--- config.mk ---
export PLATFORM = sky130hd
export DESIGN_NAME = ft_fifo_reader
export DESIGN_NICKNAME = d
export VERILOG_FILES = /design/src/rtl/ft_pkg.sv /design/src/rtl/ft_rx_fifo.sv /design/src/rtl/ft_fifo_reader.sv
export SDC_FILE = /design/constraint.sdc
export NUM_CORES = 1
export LEC_CHECK = 0
export ABC_AREA = 1
export ABC_CLOCK_PERIOD_IN_PS = 3300
export CELL_PAD_IN_SITES_DETAIL_PLACEMENT = 0
export CELL_PAD_IN_SITES_GLOBAL_PLACEMENT = 1
export CORE_ASPECT_RATIO = 2
export CORE_UTILIZATION = 52
export CTS_CLUSTER_DIAMETER = 30
export DETAILED_ROUTE_END_ITERATION = 12
export HOLD_SLACK_MARGIN = 0.03
export PLACE_DENSITY_LB_ADDON = 0.1
export SYNTH_ARGS = -nofsm -noshare
export SYNTH_HDL_FRONTEND = slang
export SYNTH_SLANG_ARGS = --single-unit
export TNS_END_PERCENT = 5
--- constraint.sdc ---
create_clock -name clk -period 3.3 [get_ports clk]
set_input_delay 0.66 -clock clk [delete_from_list [all_inputs] [get_ports clk]]
set_output_delay 0.66 -clock clk [all_outputs]
set_load 0.05 [all_outputs]
--- src/rtl/ft_pkg.sv ---
// Shared types, timing minimums and sizing helper for the FT2232H async-FIFO reader.
package ft_pkg;

    typedef enum logic [1:0] {
        IDLE   = 2'd0,
        STROBE = 2'd1,
        HOLD   = 2'd2
    } ft_state_e;

    localparam int unsigned FT_RD_LOW_MIN  = 2;
    localparam int unsigned FT_RD_HIGH_MIN = 3;

    // Occupancy counter width: must represent 0..depth inclusive.
    function automatic int unsigned ft_level_w(input int unsigned depth);
        return $clog2(depth) + 1;
    endfunction

endpackage

--- src/rtl/ft_rx_fifo.sv ---
// Synchronous first-word-fall-through FIFO with a registered head word.
// Caller must only assert pop while the FIFO is non-empty; drop_c flags a push lost to a full FIFO.
module ft_rx_fifo
    import ft_pkg::*;
#(
    parameter int unsigned DATA_W = 8,
    parameter int unsigned DEPTH  = 16
) (
    input  logic                          clk,
    input  logic                          rst_n,
    input  logic                          push,
    input  logic [DATA_W-1:0]             push_data,
    input  logic                          pop,
    output logic [DATA_W-1:0]             data_out,
    output logic                          valid,
    output logic [ft_level_w(DEPTH)-1:0]  level,
    output logic                          full_c,
    output logic                          empty_c,
    output logic                          drop_c
);

    localparam int unsigned AW    = $clog2(DEPTH);
    localparam int unsigned LVL_W = ft_level_w(DEPTH);

    logic [DATA_W-1:0] mem_q [DEPTH];
    logic [AW-1:0]     wr_ptr_q, wr_ptr_d;
    logic [AW-1:0]     rd_ptr_q, rd_ptr_d;
    logic [LVL_W-1:0]  level_q, level_d;
    logic [DATA_W-1:0] head_q, head_d;
    logic              valid_q, valid_d;
    logic              do_push_c;

    assign full_c    = (level_q == LVL_W'(DEPTH));
    assign empty_c   = (level_q == '0);
    assign do_push_c = push && (!full_c || pop);
    assign drop_c    = push && full_c && !pop;

    // Head register tracks the word at rd_ptr so m_data is a flop output.
    always_comb begin
        wr_ptr_d = wr_ptr_q + AW'(do_push_c);
        rd_ptr_d = rd_ptr_q + AW'(pop);
        level_d  = level_q + LVL_W'(do_push_c) - LVL_W'(pop);
        head_d   = head_q;
        if (pop) begin
            if (level_q > LVL_W'(1)) begin
                head_d = mem_q[rd_ptr_q + AW'(1)];
            end else if (do_push_c) begin
                head_d = push_data;
            end
        end else if (empty_c && do_push_c) begin
            head_d = push_data;
        end
        valid_d = (level_d != '0);
    end

    always_ff @(posedge clk) begin
        if (do_push_c) begin
            mem_q[wr_ptr_q] <= push_data;
        end
    end

    always_ff @(posedge clk or negedge rst_n) begin
        if (!rst_n) begin
            wr_ptr_q <= '0;
            rd_ptr_q <= '0;
            level_q  <= '0;
            head_q   <= '0;
            valid_q  <= 1'b0;
        end else begin
            wr_ptr_q <= wr_ptr_d;
            rd_ptr_q <= rd_ptr_d;
            level_q  <= level_d;
            head_q   <= head_d;
            valid_q  <= valid_d;
        end
    end

    assign data_out = head_q;
    assign valid    = valid_q;
    assign level    = level_q;

endmodule

--- src/rtl/ft_fifo_reader.sv ---
// FT2232H async-FIFO read path: RXF# sync, timed RD# strobes, FWFT buffer, valid/ready stream.
// Define FT_READ_STATS_EN to add the 32-bit rd_count sample counter output.
module ft_fifo_reader
    import ft_pkg::*;
#(
    parameter int unsigned DATA_W         = 8,
    parameter int unsigned DEPTH          = 16,
    parameter int unsigned RD_LOW_CYCLES  = 4,
    parameter int unsigned RD_HIGH_CYCLES = 4,
    parameter int unsigned SYNC_STAGES    = 2
) (
    input  logic                          clk,
    input  logic                          rst_n,
    input  logic                          rxf_n_in,
    input  logic [DATA_W-1:0]             d_in,
    output logic                          rd_n_out,
    output logic                          wr_n_out,
    output logic                          rxf_n_out,
    output logic [DATA_W-1:0]             m_data,
    output logic                          m_valid,
    input  logic                          m_ready,
    output logic [ft_level_w(DEPTH)-1:0]  fifo_level,
    output logic                          overflow
`ifdef FT_READ_STATS_EN
    ,
    output logic [31:0]                   rd_count
`endif
);

    localparam int unsigned LOW_N   = (RD_LOW_CYCLES  < FT_RD_LOW_MIN)  ? FT_RD_LOW_MIN  : RD_LOW_CYCLES;
    localparam int unsigned HIGH_N  = (RD_HIGH_CYCLES < FT_RD_HIGH_MIN) ? FT_RD_HIGH_MIN : RD_HIGH_CYCLES;
    localparam int unsigned SYNC_N  = (SYNC_STAGES < 2) ? 2 : SYNC_STAGES;
    localparam int unsigned CNT_MAX = (LOW_N > HIGH_N) ? LOW_N : HIGH_N;
    localparam int unsigned CNT_W   = $clog2(CNT_MAX);
    localparam logic [CNT_W-1:0] LOW_LAST  = CNT_W'(LOW_N - 1);
    localparam logic [CNT_W-1:0] HIGH_LAST = CNT_W'(HIGH_N - 1);

    logic [1:0]        rst_sync_q, rst_sync_d;
    logic              rst_ni;
    logic [SYNC_N-1:0] rxf_sync_q, rxf_sync_d;
    logic              rxf_sync;
    ft_state_e         state_q, state_d;
    logic [CNT_W-1:0]  cnt_q, cnt_d;
    logic              rd_n_q, rd_n_d;
    logic [DATA_W-1:0] sample_q, sample_d;
    logic              push_q, push_d;
    logic              overflow_q, overflow_d;
    logic              sample_fire_c;
    logic              fifo_full_c, fifo_empty_c, fifo_drop_c;

    // Async assert, sync release of the internal reset.
    assign rst_sync_d = {rst_sync_q[0], 1'b1};
    assign rst_ni     = rst_sync_q[1];

    always_ff @(posedge clk or negedge rst_n) begin
        if (!rst_n) rst_sync_q <= '0;
        else        rst_sync_q <= rst_sync_d;
    end

    assign rxf_sync_d    = {rxf_sync_q[SYNC_N-2:0], rxf_n_in};
    assign rxf_sync      = rxf_sync_q[SYNC_N-1];
    assign sample_fire_c = (state_q == STROBE) && (cnt_q == LOW_LAST);

    always_comb begin
        state_d    = state_q;
        cnt_d      = cnt_q;
        rd_n_d     = 1'b1;
        push_d     = 1'b0;
        sample_d   = sample_q;
        overflow_d = overflow_q | fifo_drop_c;
        case (state_q)
            IDLE: begin
                if (!rxf_sync && !fifo_full_c) begin
                    state_d = STROBE;
                    cnt_d   = '0;
                    rd_n_d  = 1'b0;
                end
            end
            STROBE: begin
                // Strobe always runs to completion, even if RXF# rises or the FIFO fills.
                if (sample_fire_c) begin
                    sample_d = d_in;
                    push_d   = 1'b1;
                    state_d  = HOLD;
                    cnt_d    = '0;
                end else begin
                    rd_n_d = 1'b0;
                    cnt_d  = cnt_q + CNT_W'(1);
                end
            end
            HOLD: begin
                // RXF# ignored here: it may still reflect the word just read.
                if (cnt_q == HIGH_LAST) begin
                    state_d = IDLE;
                    cnt_d   = '0;
                end else begin
                    cnt_d = cnt_q + CNT_W'(1);
                end
            end
            default: begin
                state_d = IDLE;
                cnt_d   = '0;
            end
        endcase
    end

    always_ff @(posedge clk or negedge rst_ni) begin
        if (!rst_ni) begin
            rxf_sync_q <= '1;
            state_q    <= IDLE;
            cnt_q      <= '0;
            rd_n_q     <= 1'b1;
            sample_q   <= '0;
            push_q     <= 1'b0;
            overflow_q <= 1'b0;
        end else begin
            rxf_sync_q <= rxf_sync_d;
            state_q    <= state_d;
            cnt_q      <= cnt_d;
            rd_n_q     <= rd_n_d;
            sample_q   <= sample_d;
            push_q     <= push_d;
            overflow_q <= overflow_d;
        end
    end

    ft_rx_fifo #(
        .DATA_W (DATA_W),
        .DEPTH  (DEPTH)
    ) u_fifo (
        .clk       (clk),
        .rst_n     (rst_ni),
        .push      (push_q),
        .push_data (sample_q),
        .pop       (m_ready && !fifo_empty_c),
        .data_out  (m_data),
        .valid     (m_valid),
        .level     (fifo_level),
        .full_c    (fifo_full_c),
        .empty_c   (fifo_empty_c),
        .drop_c    (fifo_drop_c)
    );

`ifdef FT_READ_STATS_EN
    logic [31:0] rd_count_q, rd_count_d;

    assign rd_count_d = rd_count_q + 32'(sample_fire_c);

    always_ff @(posedge clk or negedge rst_ni) begin
        if (!rst_ni) rd_count_q <= '0;
        else         rd_count_q <= rd_count_d;
    end

    assign rd_count = rd_count_q;
`endif

    assign rd_n_out  = rd_n_q;
    assign wr_n_out  = 1'b1;
    assign rxf_n_out = rxf_n_in;
    assign overflow  = overflow_q;

endmodule

==> results.md, run 1 <==
- Status: completed
- Crit path cell chain: inv_1 -> ha_1 -> nand2_1 -> inv_1 -> nand3_1 -> nand2_1 -> inv_1 -> ha_1 -> inv_1 -> ha_1 -> fa_1 -> a21oi_1 -> o21ai_0 -> xor2_1 -> nand3_1
- R2r setup slk: 0.62 ns
- Worst reg2reg path startpoint: u_fifo.level[2]
- Crit-path max FO: 4
- I/O pins: 30
- Slew headroom: 0.337
- Worst Setup Path Type: reg2reg
- DRC Markers: 0
- Post-cts resize count: 0
- CTS tree: done
- Layout Cells excl Fill: 936
- Port bufs: 28
- Synth Cell Area: 7300 um^2
- Placed Cells: 904
- Routed vias/inst: 5.27
- Largest delay share family, worst path: adder cells
- Detailed Routing Iterations Pass 1: 5
- Sequential fraction of the synthesis area: 0.667
- Synth Area in Compound Gates: 0.0293
- Maximum vdd drop: roughly 0.75 mV
- Post-synth EDFFs: about 130
- Initial antenna violation count: 0
- Routed Antenna Nets: 0
- Num CTS Buffers: 17
- Synth Register Bits: roughly 170
- Postcts setup bufs: 0
- Final number of max-transition violations: 0
- Crit path arrival time: 2.99 ns
- N_diodes: 0
- Most frequent cell on the critical path: inv_1
- Final WL: 17400 um
- Initial Util: 0.538
- Largest family of logic cells by synthesized area: simple AND/OR/NAND/NOR gates
- Vias after detailed routing: 4930
- Final period utilization: 0.813
- Height of the chip: ~170 um
- Levels on crit path: 15
- Slowest stage delay, CP: around 0.42 ns
- Max Root-Sink Buffers: 2
- Crit path from: u_fifo.level[2]
- Layout area overhead: 15.2%
- Reg clk slew, reported paths: 0.06 ns
- Final #Nets: 766
- GRT overflow: 0
- DR iter-0 viols: 386
- Die width: 85.8 um
- Core ar.: 13600 um^2
- Global placement routability congestion: 0.895
- Die ar.: 14600 um^2
- CTS sink count: 169
- Number of fill cells: roughly 1200
- CP endpoint kind: flop
- Xor/xnor share of the synthesized area: 0.0139
- Placed wire-length estimate: 11900 um
- Synth async-reset ratio: 0.243
- Ys Warns: 0
- Final setup TNS: 0 ns
- Slowest stage cell on the critical path: fa_1
- Final Hold Viols: 0
- Largest net degree at the start of global routing: between 50 and 60
- Setup Viol. Count Final: 0
- Worst skew pair latency: 0.43 ns
- Synth Instances: 700
- HP Class: reg2reg
- Leak pwr: roughly 3.6 nW
- Min Hold Slack: 0.348 ns
- Synth Area in Adders: 0.0301
- Final Util: 0.619
- Vias in the first global route: slightly above 5000
- Hold_buf cts: 0
- Worst clock skew: 0.0104 ns
- First-pass GRT wire length: 26800 um
- Worst Reg-to-Reg Cells: 15
- Fin area: 8410 um^2
- Count of cell types in the netlist: 28
- Post-synthesis mux area share: 0
- Mapped Avg Cell Area: 10.4 um^2
- Row cnt: 60
- RR Endpoint: u_fifo.valid
- Power per Cell Area: approximately 950 nW/um^2
- CTS H-tree lvls: 4
- Startpoint types: flop
- Ratio of cells with drive above 1 in the final layout: 0.0760
- Synth Flop Type: edfxtp_1
- WP data required: between 3 and 4 ns
- Max cap viols: 0
- FMAX: 0.373 GHz
- WL per Instance: around 19 um
- Gr usage total: 0.258
- RSZ-0062 raised after global routing: false
- Synth Area in Simple Gates: 0.197
- Setup crit end: u_fifo.valid
- Area after DPL: roughly 7800 um^2
- Worst hold stages: 0
- WP buf/inv: 4
- Fin crit period: about 2.7 ns
- Least-Margin Pin Slew: 0.995 ns
- Clock root buffer: clkbuf_16
cell type report:
cell class	count	area, um^2	area share
multi-input cells	419	1980	0.236
flip-flops and latches	169	4880	0.580
repair buffers	43	393	0.0467
inverters	87	327	0.0388
clock inverters	10	105	0.0125
clock buffers	22	497	0.0590
well taps	186	233	0.0277
how the worst min path moves through the flow:
stage,slack [ns],end,from
6_report,0.35,rst_sync_q[1],rst_sync_q[0]
2_1_floorplan,0.33,rst_sync_q[1],rst_sync_q[0]
4_1_cts,0.35,rst_sync_q[1],rst_sync_q[0]
5_1_grt,0.35,rst_sync_q[1],rst_sync_q[0]
3_5_place_dp,0.34,rst_sync_q[1],rst_sync_q[0]
3_3_place_gp,0.34,rst_sync_q[1],rst_sync_q[0]
power by group:
part	internal, mW	switching, mW
logic	0.917	2.09
clock network	1.16	0.817
registers	2.63	0.354
cell usage after synthesis, drive strengths merged, types with 2 or more instances:
cell,instances,area share
a21oi,3,0.0021
buf,13,0.010
clkbuf,13,0.0067
dfrtp,38,0.13
dfstp,3,0.011
edfxtp,128,0.53
ha,16,0.027
inv,86,0.044
nand2,206,0.11
nand3,86,0.060
nor2,57,0.029
o211ai,3,0.0031
o21ai,31,0.021
o22ai,2,0.0017
xnor2,2,0.0034
xor2,7,0.010
sequential cells by signal, summed over array words and instances (netlist names):
register	count
u_fifo.wr_ptr_q	4
state_q	2
push_q	1
cnt_q	2
u_fifo.level	5
overflow	1
u_fifo.data_out	8
u_fifo.valid	1
u_fifo.mem_q	128
u_fifo.rd_ptr_q	4
rst_sync_q	2
sample_q	8
rd_n_out	1
rxf_sync_q	2
placed cells by master (no fill, tap or decap), types with 3 or more instances in the layout:
cell               n
dfstp_2            3
o211ai_1           3
inv_6              4
nand2_1          206
buf_4             15
clkinvlp_4         3
edfxtp_1         128
xor2_1             5
clkdlybuf4s50_1   28
nor2_1            57
inv_1             85
dfrtp_1           36
clkbuf_16         19
nand3_1           84
o21ai_0           31
a21oi_1            3
ha_1              16
cells by family (layout without fill, tap and decap cells):
family,count (synthesis),after routing
flops,169,169
buf+inv,113,162
fa+ha+maj,17,17
compound gates,40,40
other cells,1,2
simple gates,351,351
xor+xnor,9,9
stage by stage:
step           worst slack, ns  power (mW)
4_1_cts                  0.594        8.03
6_report                 0.617        7.96
2_1_floorplan            0.571        4.91
5_1_grt                  0.418        8.34
3_5_place_dp             0.386        6.03
3_3_place_gp             0.379        5.98
per-layer routing:
layer | part of all wire | up-vias | GRT usage
li1 | - | 2356 | -
met2 | 0.58 | 136 | 0.493
met3 | 0.037 | 44 | 0.0423
met5 | 0 | - | 0
met4 | 0.041 | 0 | 0.136
met1 | 0.35 | 2394 | 0.262
worst register-to-register path, delay by kind of cell (launching register included):
family | cells | cell delay [ns]
adder cells (fa/ha/maj) | 4 | 1.06
flip-flops | 1 | 0.40
buffers and inverters | 4 | 0.30
AND/OR/NAND/NOR | 4 | 0.38
AO/OA/AOI/OAI | 2 | 0.26
XOR/XNOR | 1 | 0.18
(Power assumes the default switching activity.)
==> run 2: changes to the inputs <==
--- a/config.mk
+++ b/config.mk
@@ -6,11 +6,11 @@
 export NUM_CORES = 1
 export LEC_CHECK = 0
 export ABC_AREA = 1
-export ABC_CLOCK_PERIOD_IN_PS = 3300
+export ABC_CLOCK_PERIOD_IN_PS = 2250
 export CELL_PAD_IN_SITES_DETAIL_PLACEMENT = 0
 export CELL_PAD_IN_SITES_GLOBAL_PLACEMENT = 1
 export CORE_ASPECT_RATIO = 2
-export CORE_UTILIZATION = 52
+export CORE_UTILIZATION = 44
 export CTS_CLUSTER_DIAMETER = 30
 export DETAILED_ROUTE_END_ITERATION = 12
 export HOLD_SLACK_MARGIN = 0.03
==> constraint.sdc (replaced) <==
create_clock -name clk -period 2.25 [get_ports clk]
set_input_delay 0.45 -clock clk [delete_from_list [all_inputs] [get_ports clk]]
set_output_delay 0.45 -clock clk [all_outputs]
set_load 0.05 [all_outputs]
==> run 2 against run 1 <==
Against the previous run:
- the run now ends with negative setup slack left
- sequential cell count is the same
- sequential share of layout area shrank 2.1 points
- non-clock buffer count grew 29
- utilization shrank 8.2 points
- sequential power grew 40%
- clock power grew 37%
- critical endpoint unchanged
- largest cell class unchanged
==> results.md, run 2 (synthesized netlist as in run 1, its figures left out) <==
- Status: finished, violations left
- Failing checks: negative setup slack
- GRT overflow: 0 (unchanged)
- Min Hold Slack: 0.190 ns (-0.158 ns)
- R2r setup slk: -0.11 ns (-0.73 ns)
- Vias after detailed routing: 4904 (-0.53%)
- Most common cell after layout, fill and taps aside: nand2_1
- Port bufs: 28 (unchanged)
- Most frequent cells in the layout: nand2_1, edfxtp_1, nand3_1
- Hold_buf cts: 0 (unchanged)
- WP data required: 2.54 ns (-1.06 ns)
- Initial antenna violation count: 0 (unchanged)
- Core ar.: 16300 um^2 (+20%)
- Crit path arrival time: 2.65 ns (-0.34 ns)
- Routed vias/inst: 4.99 (-5.3%)
- Reg clk slew, reported paths: 0.06 ns (about the same)
- CTS tree: done
- Power per Cell Area: 1370 nW/um^2 (+45%)
- Leak pwr: 3.74 nW (+4.1%)
- Setup Viol. Count Final: 2 (+2)
- CP endpoint kind: flop
- CTS H-tree lvls: 4 (unchanged)
- I/O pins: 30 (unchanged)
- Crit-path max FO: 2 (-2)
- Global placement routability congestion: 0.820 (-8.3%)
- Vias in the first global route: 5023 (-1.5%)
- Slew headroom: 0.415 (+0.0786)
- Worst Setup Path Type: reg2reg
- Maximum vdd drop: 1.07 mV (+42%)
- Setup WS post-layout: -0.113 ns (-0.730 ns)
- Fin crit period: 2.36 ns (-0.320 ns)
- Die width: 93.1 um (+8.5%)
- Final Hold Viols: 0 (unchanged)
- Max cap viols: 0 (unchanged)
- Largest net degree at the start of global routing: 50 (-15%)
- Die ar.: 17200 um^2 (+18%)
- Row cnt: 66 (+10%)
- CTS sink count: 169 (unchanged)
- Crit path cell chain: inv_2 -> ha_4 -> nand2_4 -> inv_2 -> nand3_2 -> nand2_2 -> inv_2 -> ha_4 -> inv_2 -> ha_4 -> fa_2 -> buf_4 -> xnor2_2 -> nor2_1 -> nand3_1
- DRC Markers: 0 (unchanged)
- First-pass GRT wire length: 27100 um (+1.3%)
- Height of the chip: 184 um (+8.6%)
- DR iter-0 viols: 243 (-37%)
- Layout area overhead: 19.6%
- Num CTS Buffers: 17 (unchanged)
- Worst skew pair latency: 0.42 ns (about the same)
- Largest Register: u_fifo.mem_q
- Clock root buffer: clkbuf_16
- Final WL: 17500 um (+0.63%)
- Final period utilization: 1.05 (+0.237)
- Slowest stage cell on the critical path: dfrtp_2
- Slowest stage delay, CP: 0.41 ns (about the same)
- Largest register FFs: 128 (unchanged)
- RSZ-0062 raised after global routing: true
- Ratio of cells with drive above 1 in the final layout: 0.132 (+0.0562)
- Startpoint types: flop
- Routed Antenna Nets: 0 (unchanged)
- Least-Margin Pin Slew: 0.877 ns (-0.118 ns)
- WL per Instance: 17.8 um (-4.2%)
- FMAX: 0.423 GHz (+14%)
- Placed wire-length estimate: 12300 um (+2.7%)
- Final number of max-transition violations: 0 (unchanged)
- Final #Nets: 795 (+3.8%)
- Initial Util: 0.449 (-0.0886)
- Gr usage total: 0.223 (-0.0358)
- Detailed Routing Iterations Pass 1: 4 (-1)
- Max Root-Sink Buffers: 2 (unchanged)
- Final setup TNS: -0.158 ns (-0.158 ns)
- HP Class: in2async
- Worst clock skew: 0.00827 ns (-0.00217 ns)
- Most frequent cell on the critical path: inv_2
- N_diodes: 0 (unchanged)
run 2: cell count changes in the layout (fill, tap and decap cells not counted), sizes merged:
cell / before / now
clkdlybuf4s50: 28 / 27
inv: 90 / 89
clkinv: 3 / 8
buf: 15 / 45
clkbuf: 22 / 19
clkinvlp: 3 / 2
run 2: metrics by stage:
step / setup WS (ns) / utilization / std cells / instance area (um^2) / total power [mW]
3_5_place_dp: -0.297 / 0.502 / 951 / 8170 / 9.35
3_3_place_gp: -0.254 / 0.502 / 951 / 8170 / 9.28
2_1_floorplan: -0.201 / - / 701 / 7370 / 7.30
4_1_cts: -0.145 / 0.536 / 983 / 8730 / 12.1
5_1_grt: -0.265 / 0.537 / 983 / 8730 / 12.7
6_report: -0.113 / 0.537 / 983 / 8730 / 12.0
run 2: metal layers:
metal / vias to the layer above / GRT usage / routed length (um)
met5: - / 0 / 0
met4: 0 / 0.113 / 618
met3: 21 / 0.0342 / 467
met2: 84 / 0.421 / 10100
met1: 2378 / 0.231 / 6360
li1: 2421 / - / -
run 2: path summary, 6_finish.rpt:
kind                                 startpoint            endpoint  cells after the start
max in group asynchronous         rst_sync_q[1]  u_fifo.rd_ptr_q[0]                      0
min in group clk                  rst_sync_q[0]       rst_sync_q[1]                      0
worst min register to register    rst_sync_q[0]       rst_sync_q[1]                      0
worst max register to register  u_fifo.level[3]        u_fifo.valid                     15
worst min-delay path                      rst_n       rst_sync_q[0]                      1
worst max-delay path            u_fifo.level[3]        u_fifo.valid                     15
run 2: worst max-delay path: cells and delay by family (launching register included):
| family | cells | cell delay (ns) |
|---|---|---|
| flops | 1 | 0.41 |
| simple gates | 5 | 0.42 |
| buf+inv | 5 | 0.38 |
| fa+ha+maj | 4 | 0.92 |
| xor+xnor | 1 | 0.12 |
run 2: what timing repair did:
| item | in CTS | in global routing |
|---|---|---|
| pin swaps | 1 | 0 |
| resized for setup | 1 | 1 |
| setup endpoints to repair | 2 | 3 |
| buffers inserted | 0 | 0 |
run 2: final cells by class:
| cell class | instances | area (um^2) |
|---|---|---|
| Tap cell | 204 | 255 |
| Fill cell | 1470 | 7530 |
| Multi-Input combinational cell | 419 | 2050 |
| Clock inverter | 13 | 120 |
| Sequential cell | 169 | 4880 |
| Clock buffer | 19 | 433 |
| Timing Repair Buffer | 72 | 671 |
| Inverter | 87 | 327 |
run 2: power breakdown:
group	switching, mW	internal (mW)	total, mW
clock network	1.19	1.53	2.72
registers	0.312	3.86	4.17
logic	3.33	1.74	5.07
